<file path="config.mk">
export PLATFORM = sky130hd
export DESIGN_NAME = pipe_stage_skid
export DESIGN_NICKNAME = d
export VERILOG_FILES = /design/src/rtl/pipe_pkg.sv /design/src/rtl/pipe_slot.sv /design/src/rtl/pipe_stage_skid.sv
export SDC_FILE = /design/constraint.sdc
export NUM_CORES = 1
export LEC_CHECK = 0
export ABC_AREA = 1
export CORE_ASPECT_RATIO = 1.1
export CORE_UTILIZATION = 55
export DETAILED_ROUTE_END_ITERATION = 12
export MAX_ROUTING_LAYER = met4
export PLACE_DENSITY = 0.85
export SYNTH_ARGS = -nofsm -noshare
export SYNTH_HDL_FRONTEND = slang
export SYNTH_HIERARCHICAL = 1
export SYNTH_SLANG_ARGS = --single-unit
export TNS_END_PERCENT = 20
</file>
<file path="constraint.sdc">
create_clock -name clk_i -period 3.6 [get_ports clk_i]
set_input_delay 1.08 -clock clk_i [delete_from_list [all_inputs] [get_ports clk_i]]
set_output_delay 1.08 -clock clk_i [all_outputs]
set_load 0.02 [all_outputs]
</file>
<file path="src/rtl/pipe_pkg.sv">
// Shared pipeline definitions: default inter-stage widths and control bit positions.
package pipe_pkg;

    // Default widths for an inter-stage register
    localparam int DEF_CTRL_W = 4;
    localparam int DEF_DATA_W = 32;
    localparam int DEF_NDATA  = 2;
    localparam int DEF_TAG_W  = 5;

    // Bit positions inside the control field
    localparam int CTRL_REGWRITE = 0;
    localparam int CTRL_MEMTOREG = 1;
    localparam int CTRL_MEMREAD  = 2;
    localparam int CTRL_MEMWRITE = 3;

endpackage

</file>
<file path="src/rtl/pipe_slot.sv">
// One storage slot: a valid bit plus a payload register.
// The payload only changes on a load, so bubbles never toggle the data path.
module pipe_slot #(
    parameter int W = 8
) (
    input  logic         clk_i,
    input  logic         rst_i,
    input  logic         load,
    input  logic         clear,
    input  logic [W-1:0] d,
    output logic         vld,
    output logic [W-1:0] q
);

    // Slot register: reset beats clear, clear beats load
    always_ff @(posedge clk_i) begin
        if (rst_i) begin
            vld <= 1'b0;
            q   <= '0;
        end else if (clear) begin
            vld <= 1'b0;
        end else if (load) begin
            vld <= 1'b1;
            q   <= d;
        end
    end

endmodule

</file>
<file path="src/rtl/pipe_stage_skid.sv">
// Inter-stage pipeline register with valid/ready handshake, a two-entry skid
// buffer (output slot + skid slot), flush, legacy stall and bubble-gated control.
// ready_o comes straight from the skid valid flop, so there is no combinational
// path from ready_i or stall_i to ready_o.
module pipe_stage_skid
    import pipe_pkg::*;
#(
    parameter int CTRL_W = DEF_CTRL_W,
    parameter int DATA_W = DEF_DATA_W,
    parameter int NDATA  = DEF_NDATA,
    parameter int TAG_W  = DEF_TAG_W
) (
    input  logic                    clk_i,
    input  logic                    rst_i,
    input  logic                    valid_i,
    output logic                    ready_o,
    input  logic [CTRL_W-1:0]       ctrl_i,
    input  logic [NDATA*DATA_W-1:0] data_i,
    input  logic [TAG_W-1:0]        tag_i,
    input  logic                    stall_i,
    input  logic                    flush_i,
    output logic                    valid_o,
    input  logic                    ready_i,
    output logic [CTRL_W-1:0]       ctrl_o,
    output logic [NDATA*DATA_W-1:0] data_o,
    output logic [TAG_W-1:0]        tag_o
);

    // Payload layout: {ctrl, data words, tag}
    localparam int PW = CTRL_W + NDATA*DATA_W + TAG_W;

    logic          skid_vld_p0;
    logic [PW-1:0] skid_pay_p0;
    logic          out_vld_p1;
    logic [PW-1:0] out_pay_p1;

    logic          in_fire;
    logic          out_fire;
    logic          out_free;
    logic [PW-1:0] in_pay;

    logic          out_load;
    logic          out_clr;
    logic [PW-1:0] out_d;
    logic          skid_load;
    logic          skid_clr;

    assign in_pay   = {ctrl_i, data_i, tag_i};
    assign ready_o  = ~skid_vld_p0;
    assign in_fire  = valid_i & ready_o;
    assign out_fire = out_vld_p1 & ready_i & ~stall_i;
    assign out_free = ~out_vld_p1 | out_fire;

    // Steering: flush first, then refill the output slot (skid has priority
    // over new input to keep FIFO order), else park the input in the skid slot
    always_comb begin
        out_load  = 1'b0;
        out_clr   = 1'b0;
        out_d     = in_pay;
        skid_load = 1'b0;
        skid_clr  = 1'b0;
        if (flush_i) begin
            out_clr  = 1'b1;
            skid_clr = 1'b1;
        end else if (out_free) begin
            if (skid_vld_p0) begin
                out_load = 1'b1;
                out_d    = skid_pay_p0;
                skid_clr = 1'b1;
            end else if (in_fire) begin
                out_load = 1'b1;
            end else begin
                out_clr = 1'b1;
            end
        end else if (in_fire) begin
            skid_load = 1'b1;
        end
    end

    // ---- stage p0: skid slot ----
    pipe_slot #(.W(PW)) u_skid (
        .clk_i (clk_i),
        .rst_i (rst_i),
        .load  (skid_load),
        .clear (skid_clr),
        .d     (in_pay),
        .vld   (skid_vld_p0),
        .q     (skid_pay_p0)
    );

    // ---- stage p1: output slot ----
    pipe_slot #(.W(PW)) u_out (
        .clk_i (clk_i),
        .rst_i (rst_i),
        .load  (out_load),
        .clear (out_clr),
        .d     (out_d),
        .vld   (out_vld_p1),
        .q     (out_pay_p1)
    );

    assign valid_o = out_vld_p1;
    assign ctrl_o  = out_vld_p1 ? out_pay_p1[PW-1 -: CTRL_W] : '0;
    assign data_o  = out_pay_p1[TAG_W +: NDATA*DATA_W];
    assign tag_o   = out_pay_p1[TAG_W-1:0];

endmodule

</file>
==> results.md <==
* Pwr/cell area at between 300 and 400 nW/µm²
* Residual overflow from global routing at 0
* Tmin final at 2.84 ns
* Vias/cell at a little over 5
* Cell Count Post-Placement at 1488
* Most common cell after layout, fill and taps aside: nand2_1
* Commonest non-fill, non-tap cells in the layout: nand2_1, nor2_1, clkdlybuf4s50_1, inv_1, dfxtp_1
* Largest net degree at the start of global routing at 77
* WL/cell at 12.8 µm
* H-tree depth at 4
* Multiplexer share of the synthesized area at 0%
* DIE HEIGHT at about 130 µm
* Setup CP Type: input pin to flop
* CTS resizes at 0
* VDD IR max at 0.211 mV
* Clock power frac at about 42%
* Detailed router's first-iteration violation count at 575
* CTS Hold Buffers Added at 0
* Layout Cells excl Fill at 1520
* XOR/XNOR Fraction of Synth Area at 0%
* CTS Root Buffer Type: clkbuf_16
* Post-synth top area share at about two fifths
* Global Route Usage Sum at approximately 29%
* Netlist Area Pre-Place at 7640 µm²
* CP top delay family: buffers and inverters
* Final setup fails at 0
* Area share of fa/ha/maj cells after synthesis at 0%
* Dominant cells by area after synthesis: dfxtp_1, nand2_1, nor2_1, nand3_1, inv_1
* CP peak stage delay at 0.46 ns
* Vias at approximately 7700
* Worst-path cell chain: clkdlybuf4s50_1 -> clkinv_1 -> nand2_1 -> nand2_2 -> buf_12 -> nor3_2 -> inv_2 -> nor2_4 -> buf_4 -> nor2_1 -> nor2_1
* Switching Fraction at 24.7%
* Synth area leader: dfxtp_1
* Tcrit/Tclk final at 78.8%
* Worst-path fanout max at 75
* Simple-Gate Fraction of Synth Area at 45.6%
* Worst Setup Start Kind: input pin
* Post-synth cell types at 19
* LEAKAGE at 4.58 nW
* Critical Path AT at between 3 and 4 ns
* Clock slew at reported path FFs at 0.06 ns
* WL final at around 20000 µm
* Final #Nets at 1402
* Initial antenna violation count at 1
* Half-perimeter wire length after placement at 12000 µm
* Internal power contribution at 2.83 mW
* Cell mode on critical path: nor2_1
* Seq/Total Area, Yosys at approximately two fifths
* Sequential fraction of design power at 44.9%
* Port Buffers at 153
* Cells after Synth at approximately 1200
* Largest family of logic cells by synthesized area: simple AND/OR/NAND/NOR gates
* Hold Path Class: flop to flop
* Buffers and inverters on the worst path at 5
* Clk sink count at 148
* Clock buffer depth at 2
* Setup_tns at 0 ns
* # DRC at 0
* Gpl congestion at 0.795
* Clock latency on the worst-skew pair at 0.43 ns
* RSZ-0062 raised after global routing: no
* CTS tree: done
* Rows at 44
* Max Freq at between 300 and 400 MHz
* Initial DRT Pass Iterations at 7
* Starting Density at 57.1%
* Status: finished clean
* Yosys reg bits at 148
* Yosys warnings at 6
* Setup repair bufs after CTS at 0
* CORE AREA at 13400 µm²
* Antenna-violating nets left at 0
* Combinational cell fraction of total power at 12.7%
* Synth Area in Compound Gates at 0.131%
* Ports at 154
* Slew HR at 43.5%
* CP max stage cell: clkdlybuf4s50_1
* Share of layout cells above drive strength 1 at under 10%
* Layout area overhead at 25.7%
* Global-route wire length before repair at 32400 µm
* Vias in the first global route at 6968
* CTS buffer count at 17
* Worst EP required at between 3 and 4 ns
* Slew Limit Fails at 0
* CP endpoint kind: flop
* Clk_skew at 0.00711 ns
* Die ar. at between 10000 and 15000 µm²
* Die W at 114 µm
* Final Hold Violating Endpoints at 0
* Post-Syn Nets at roughly 1300
* Max-Cap Viols at 0
* Worst slew pin tran at 0.847 ns
* NetSw at around 0.93 mW
* Mapped Avg Cell Area at between 6 and 7 µm²
cell usage after synthesis:
cell,count
nand2_1,299
nor2_1,295
inv_1,152
dfxtp_1,148
nand3_1,146
nand4_1,73
buf_2,36
buf_6,20
buf_1,18
buf_4,14
inv_2,7
nor3_1,3
nor2_4,2
o21ai_0,2
clkbuf_1,1
clkinv_1,1
nand2_2,1
nand3_4,1
or2_2,1
power by group through the flow:
stage | sequential (mW) | combinational [mW] | clock, mW
after floorplan | 1.76 | 0.234 | 0
after global routing | 1.69 | 0.523 | 1.70
final | 1.69 | 0.476 | 1.59
after global placement | 1.72 | 0.465 | 0
after detailed placement | 1.72 | 0.469 | 0
after CTS | 1.69 | 0.474 | 1.61
registers in the layout, summed over array words and instances (netlist names):
| name | cells |
|---|---|
| u_out/vld | 1 |
| u_skid/q | 73 |
| u_out/q | 73 |
| u_skid/vld | 1 |
worst paths after layout:
path | from | slack (ns) | endpoint | cells past startpoint
setup / recovery | stall_i | 0.76 | u_skid/q[21] | 11
hold / removal | u_out/q[48] | 0.48 | u_out/q[48] | 2
setup reg to reg | u_skid/vld | 1.10 | u_out/q[0] | 8
hold reg to reg | u_out/q[48] | 0.48 | u_out/q[48] | 2
worst reg2reg max path: stages (launching register included):
cell,delay [ns]
dfxtp_2,0.33
buf_4,0.65
or2_2,0.25
o21ai_0,0.14
inv_2,0.43
buf_12,0.30
nand3_1,0.13
nand2_1,0.12
nor2_1,0.05
metal layers:
metal	track usage (%)	vias up	routed length [µm]
met1	34.9	3441	8450
li1	-	3950	-
met4	10.3	0	355
met3	6.06	31	1380
met2	47.5	279	9340
met5	-	-	0
per-stage QoR:
step / cell area, µm² / util, % / power (mW) / worst slack, ns / hold slack [ns]
5_1_grt: 9600 / 71.8 / 3.91 / 0.611 / 0.498
6_report: 9600 / 71.8 / 3.76 / 0.763 / 0.476
4_1_cts: 9600 / 71.7 / 3.78 / 0.767 / 0.483
2_1_floorplan: 7640 / - / 1.99 / 1.14 / 0.454
3_5_place_dp: 9070 / 67.8 / 2.19 / 0.381 / 0.471
3_3_place_gp: 9070 / 67.8 / 2.19 / 0.465 / 0.462
kinds of logic (layout without fill, tap and decap cells):
family                 count (synthesis)  after routing
AOI/OAI and AO/OA                      2              2
buffers and inverters                249            364
DFF                                  148            148
other                                  0              1
and+or+nand+nor                      821            821
area by class of cell:
| type | instances | area [µm²] |
|---|---|---|
| repair buffers | 173 | 1770 |
| fillers | 1174 | 3780 |
| multi-input cells | 823 | 3510 |
| flip-flops and latches | 148 | 2960 |
| diodes | 1 | 2.50 |
| clock buffers | 28 | 507 |
| well taps | 184 | 230 |
| clock inverters | 3 | 20.0 |
| inverters | 160 | 601 |
Note: power is estimated with default switching activity, not from simulation.
